**src/rtl/rf_multiport.sv**
```systemverilog
// rf_multiport: parametrised register file.
//   - DEPTH words of WIDTH bits
//   - one synchronous write port
//   - two combinational read ports (A, B)
//   - per-entry valid bitmap and a synchronous bulk clear
//   - asynchronous active-high reset
// Optional feature (macro RF_BYPASS_EN): a read port whose address matches a
// committing write returns wr_data in the same cycle. Without the macro, a
// read-during-write returns the pre-write value.
//
// Write port handshake: there is no ready; the port is always able to accept.
// wr_en is sampled on every rising edge. A write commits when wr_en=1, clr=0
// and it is not dropped by ZERO_REG. wr_ack is high for exactly the one cycle
// following each committed write and low otherwise (including after a clr or
// a dropped write).
module rf_multiport #(
    parameter int WIDTH    = 4,
    parameter int DEPTH    = 4,
    parameter int ZERO_REG = 0,
    localparam int AW      = $clog2(DEPTH)
) (
    input  logic             clk,
    input  logic             reset,
    input  logic             clr,
    input  logic             wr_en,
    input  logic [AW-1:0]    wr_addr,
    input  logic [WIDTH-1:0] wr_data,
    input  logic [AW-1:0]    rd_addr_a,
    output logic [WIDTH-1:0] rd_data_a,
    input  logic [AW-1:0]    rd_addr_b,
    output logic [WIDTH-1:0] rd_data_b,
    output logic [DEPTH-1:0] valid,
    output logic             wr_ack
);

    logic [WIDTH-1:0] mem [DEPTH];
    logic [DEPTH-1:0] valid_q;
    logic             wr_ack_q;
    logic             wr_drop;
    logic             wr_commit;

    // Decide whether the write presented this cycle will land in the array.
    always_comb begin
        wr_drop   = (ZERO_REG != 0) && (wr_addr == '0);
        wr_commit = wr_en && !clr && !wr_drop;
    end

    // Storage, valid bitmap and ack pulse; clr outranks a simultaneous write.
    always_ff @(posedge clk or posedge reset) begin
        if (reset) begin
            for (int i = 0; i < DEPTH; i++) begin
                mem[i] <= '0;
            end
            valid_q  <= '0;
            wr_ack_q <= 1'b0;
        end else if (clr) begin
            for (int i = 0; i < DEPTH; i++) begin
                mem[i] <= '0;
            end
            valid_q  <= '0;
            wr_ack_q <= 1'b0;
        end else begin
            if (wr_commit) begin
                mem[wr_addr]     <= wr_data;
                valid_q[wr_addr] <= 1'b1;
            end
            wr_ack_q <= wr_commit;
        end
    end

    // Read port A: array lookup, zero register, optional write bypass.
    always_comb begin
        rd_data_a = mem[rd_addr_a];
        if ((ZERO_REG != 0) && (rd_addr_a == '0)) begin
            rd_data_a = '0;
        end
`ifdef RF_BYPASS_EN
        if (wr_commit && (rd_addr_a == wr_addr)) begin
            rd_data_a = wr_data;
        end
`endif
    end

    // Read port B: identical to port A on its own address.
    always_comb begin
        rd_data_b = mem[rd_addr_b];
        if ((ZERO_REG != 0) && (rd_addr_b == '0)) begin
            rd_data_b = '0;
        end
`ifdef RF_BYPASS_EN
        if (wr_commit && (rd_addr_b == wr_addr)) begin
            rd_data_b = wr_data;
        end
`endif
    end

    assign valid  = valid_q;
    assign wr_ack = wr_ack_q;

endmodule

```
**config.mk**
```make
export PLATFORM = sky130hd
export DESIGN_NAME = rf_multiport
export DESIGN_NICKNAME = d
export VERILOG_FILES = /design/src/rtl/rf_multiport.sv
export SDC_FILE = /design/constraint.sdc
export NUM_CORES = 1
export LEC_CHECK = 0
export CORE_MARGIN = 2
export CORE_UTILIZATION = 48
export DETAILED_ROUTE_END_ITERATION = 7
export GPL_ROUTABILITY_DRIVEN = 0
export PLACE_DENSITY = 0.78
export SYNTH_ARGS = -nofsm -noshare
export SYNTH_HDL_FRONTEND = slang
export SYNTH_SLANG_ARGS = --single-unit
```
**constraint.sdc**
```tcl
create_clock -name clk -period 1.55 [get_ports clk]
set_input_delay 0.465 -clock clk [delete_from_list [all_inputs] [get_ports clk]]
set_output_delay 0.465 -clock clk [all_outputs]
set_load 0.005 [all_outputs]
```
== Word-level counts from Yosys, hierarchy flattened ==
Index checks and enable logic that the tools add are counted.
Word-level totals
  register bits: 21
  input bits: 14
Operators by class
  multiplexer cells: 16
  reductions and logical operators: 5
  bitwise operators: 4
  order comparisons: 6
Operators with widths (count)
  $mux W16: 2
  $mux W4: 7
  $bmux W4 S2: 2
  $bwmux W16: 1
  $ge A3 B3 Y1 const B: 3
  $not A2 Y3: 3
  $demux W4 S2: 1
  $or A4 B4 Y4: 1
  $logic_and A1 B1 Y1: 3
  $lt A2 B3 Y1 const B: 1
  $lt A3 B1 Y1 const B: 1
  $demux W1 S2: 1
  $ge A2 B1 Y1 const B: 1
  $mux W1: 2
  $reduce_bool A2 Y1: 1
  $logic_not A1 Y1: 1

== Logic depth before layout (Yosys ltp) ==
  word-level depth: 8
  depth in mapped cells: 3

== Worst setup path before layout ==
OpenSTA, ideal clock, no wires.
  path kind: in2out
  start point: input port rd_addr_a[0]
  end point: output port rd_data_a[0]
  arrival time: 0.943 ns
  stages on the path: 1
  required time: 1.085 ns
  setup slack: 0.142 ns
  path through: mux4_2
On the way
  longest elaborated chain between the ends: 4
Ends and longest elaborated chain
  start: declaration: line 28  | input logic [AW-1:0] rd_addr_a,
  $not A2 Y3 (implied by the code): line 73  | rd_data_a = mem[rd_addr_a];
  $bmux W4 S2: line 73
  $mux W4 (implied by the code) (2 in a row): line 73
  end: declaration: line 29  | output logic [WIDTH-1:0] rd_data_a,
No other way between the ends. The select of a mux whose other input is x is not followed.

== Worst setup path after layout ==
  start point: register mem[12] (netlist bit)
  end point: output port rd_data_a[0]
On the way
  longest elaborated chain between the ends: 3
Ends and longest elaborated chain
  start: declaration: line 36  | logic [WIDTH-1:0] mem [DEPTH];
  start signal: indexed assignment: line 64  | mem[wr_addr] <= wr_data;
  $bmux W4 S2: line 73
  $mux W4 (implied by the code) (2 in a row): line 73
No other way between the ends. The select of a mux whose other input is x is not followed.

==> out/metrics.cfg <==
[worst_setup_path]
cp-start-kind=register
critPathKind=register to output port
cp.required_ns=1.08
r2r_start=mem[1]
reg2reg_depth=3
crit_path_max_fanout=3
r2r_slack_ns=0.74
reg2reg_to=mem[1]
arrival_ns=1.36
worstSetupEndpointType=output port

[synth]
syn-cell-area_um2=1092
synthDistinctLibCells=13
ys_seq_area_share_pct=48.11
synth-seq-cells=21
ys.warnings.count=0
synth_nets=97
syn_avg_cell_area_um2=13.16
netlist_instances=83

[power]
power_w=0.001034
power_per_cell_area_nw_per_um2=706.6
swShare_pct=24.98
comb_power_share_pct=17.8
p_seq_share_pct=56.3
power.net_switching_w=0.0002582
p_int_w=0.0007754
ir_worst_vdd_mv=0.4685
leakagePower_nw=0.7463
pwr-share-clk_pct=25.9

[timing]
setup_viol=8
slew_headroom_pct=81.23
period_share_pct=117.8
finClkSkew_ns=0
timing.final.ws_setup_ns=-0.2754
hold_viol=0
fmax_mhz=547.8
slew_violations=0
worst_pin_slew_ns=0.2816
hold_slack_ns=0.4844
rsz0062_at_grt=yes
period_minus_slack_ns=1.825

[finish]
drive_above_1_share_pct=29.84
final_common_cell=dfrtp_1
utilization_pct=66.76
diodes=0
n_fill_cell=187
nNetsFinal=139
layout_common_cells=dfrtp_1 (21), nand2b_1 (20), mux2i_1 (16)
final_cell_area_um2=1463
area_growth_syn_to_layout_pct=33.91

[die]
die_area_um2=2673
die_w_um=51.71
die_h_um=51.71
rows=17
start_util_pct=49.86
core_area_um2=2191
io_pins=27

[clocking]
cts_buffers=3
h-tree-depth=1
cts_tree=built
cts-root-buf=clkbuf_4
path_clk_slew_ns=0.12
clock_latency_ns=0.30
clockBufferDepth=2
clock_sink_count=21

[grt]
grt_pass1_wl_um=4126
grt_max_degree=22
grt_pass1_vias=871
grt_usage_pct=21.83
grt_overflow=0
grt_antenna_before_repair=0

[drt]
drcViolationCount=0
vias=812
drt_first_iter_violations=4
wire_per_inst_um=16.62
finalWirelength_um=2526
antenna_left=0
routed_via_density=5.342
drtPass1Iterations=4

[flow_run]
max-cap-violations=0

[status]
outcome=finished with violations
violations=setup timing

[placed_design]
io_buffers=26
placed_cell_area_um2=1465
hpwl_um=1851
dp_slack_ns=-1.023

[min_path]
hp-class=input pin to asynchronous set/reset pin

==> logic make-up after synthesis <==
logic type / share of synthesized area [%]
mux: 31.16
flops: 48.11
simple gates: 16.04
buf+inv: 2.864
compound gates: 1.833
==> critical path, cell delays in order (launching register included) <==
cell and delay [ns]:
dfrtp_1 0.44, mux4_2 0.48, buf_2 0.14
==> synth_stat cells <==
library cell	instances	share of area [%]
a21oi_1	4	1.8
buf_2	1	0.46
clkbuf_1	2	0.69
dfrtp_1	21	48
inv_1	5	1.7
mux2i_1	16	15
mux4_2	8	16
nand2b_1	20	11
nand3_1	1	0.46
nand3b_1	2	1.4
nor2b_1	1	0.57
nor3b_2	1	1.1
or3b_4	1	1.0
==> worst max path at each step <==
stage	from	to	slack (ns)	depth (start not counted)
detailed placement	rd_addr_a[0]	rd_data_a[3]	-1.02	3
finish	mem[12]	rd_data_a[0]	-0.28	2
CTS	mem[0]	rd_data_a[0]	-0.29	2
global placement	rd_addr_a[0]	rd_data_a[1]	-1.00	3
floorplan	rd_addr_a[0]	rd_data_a[0]	0.14	1
global route	mem[12]	rd_data_a[0]	-0.32	2
==> layer usage <==
metal	vias up	track usage (%)	part of all wire [%]
met5	-	0	0
met4	0	9.649	1.2
met1	409	28.63	44
met3	4	3.161	4.0
met2	23	36.11	51
li1	376	-	-
==> area by class of cell <==
cell class / instances / area (um^2) / share of cell area (%)
Multi-Input combinational cell: 54 / 535.5 / 36.61
Sequential cell: 21 / 525.5 / 35.93
Timing Repair Buffer: 40 / 321.6 / 21.98
Tap cell: 28 / 35.03 / 2.395
Clock buffer: 4 / 26.28 / 1.796
Inverter: 5 / 18.77 / 1.283
==> flip-flops by register name, indices dropped and copies added, names as in the netlist <==
register,cells
mem,16
wr_ack,1
valid,4
==> timing repair <==
action | CTS | global route
endpoints found under the setup margin | 13 | 8
hold buffers | 0 | 0
hold endpoints to repair | 0 | 0
buffers inserted | 1 | 1
gates resized for setup | 49 | 2
==> power groups by stage <==
stage	logic, W	clock network, W	registers, W
6_report	0.000184	0.000267	0.000582
5_1_grt	0.000200	0.000306	0.000585
4_1_cts	0.000182	0.000273	0.000582
3_5_place_dp	0.000198	0	0.000593
3_3_place_gp	0.000193	0	0.000591
2_1_floorplan	0.0000841	0	0.000589
==> per-stage QoR <==
| stage | instances | setup TNS (ns) |
|---|---|---|
| floorplan | 83 | 0 |
| global placement | 146 | -8.360 |
| detailed placement | 146 | -9.089 |
| CTS | 151 | -2.076 |
| global route | 152 | -2.389 |
| finish | 152 | -2.016 |
No activity file was read; power rests on OpenSTA's default activity.
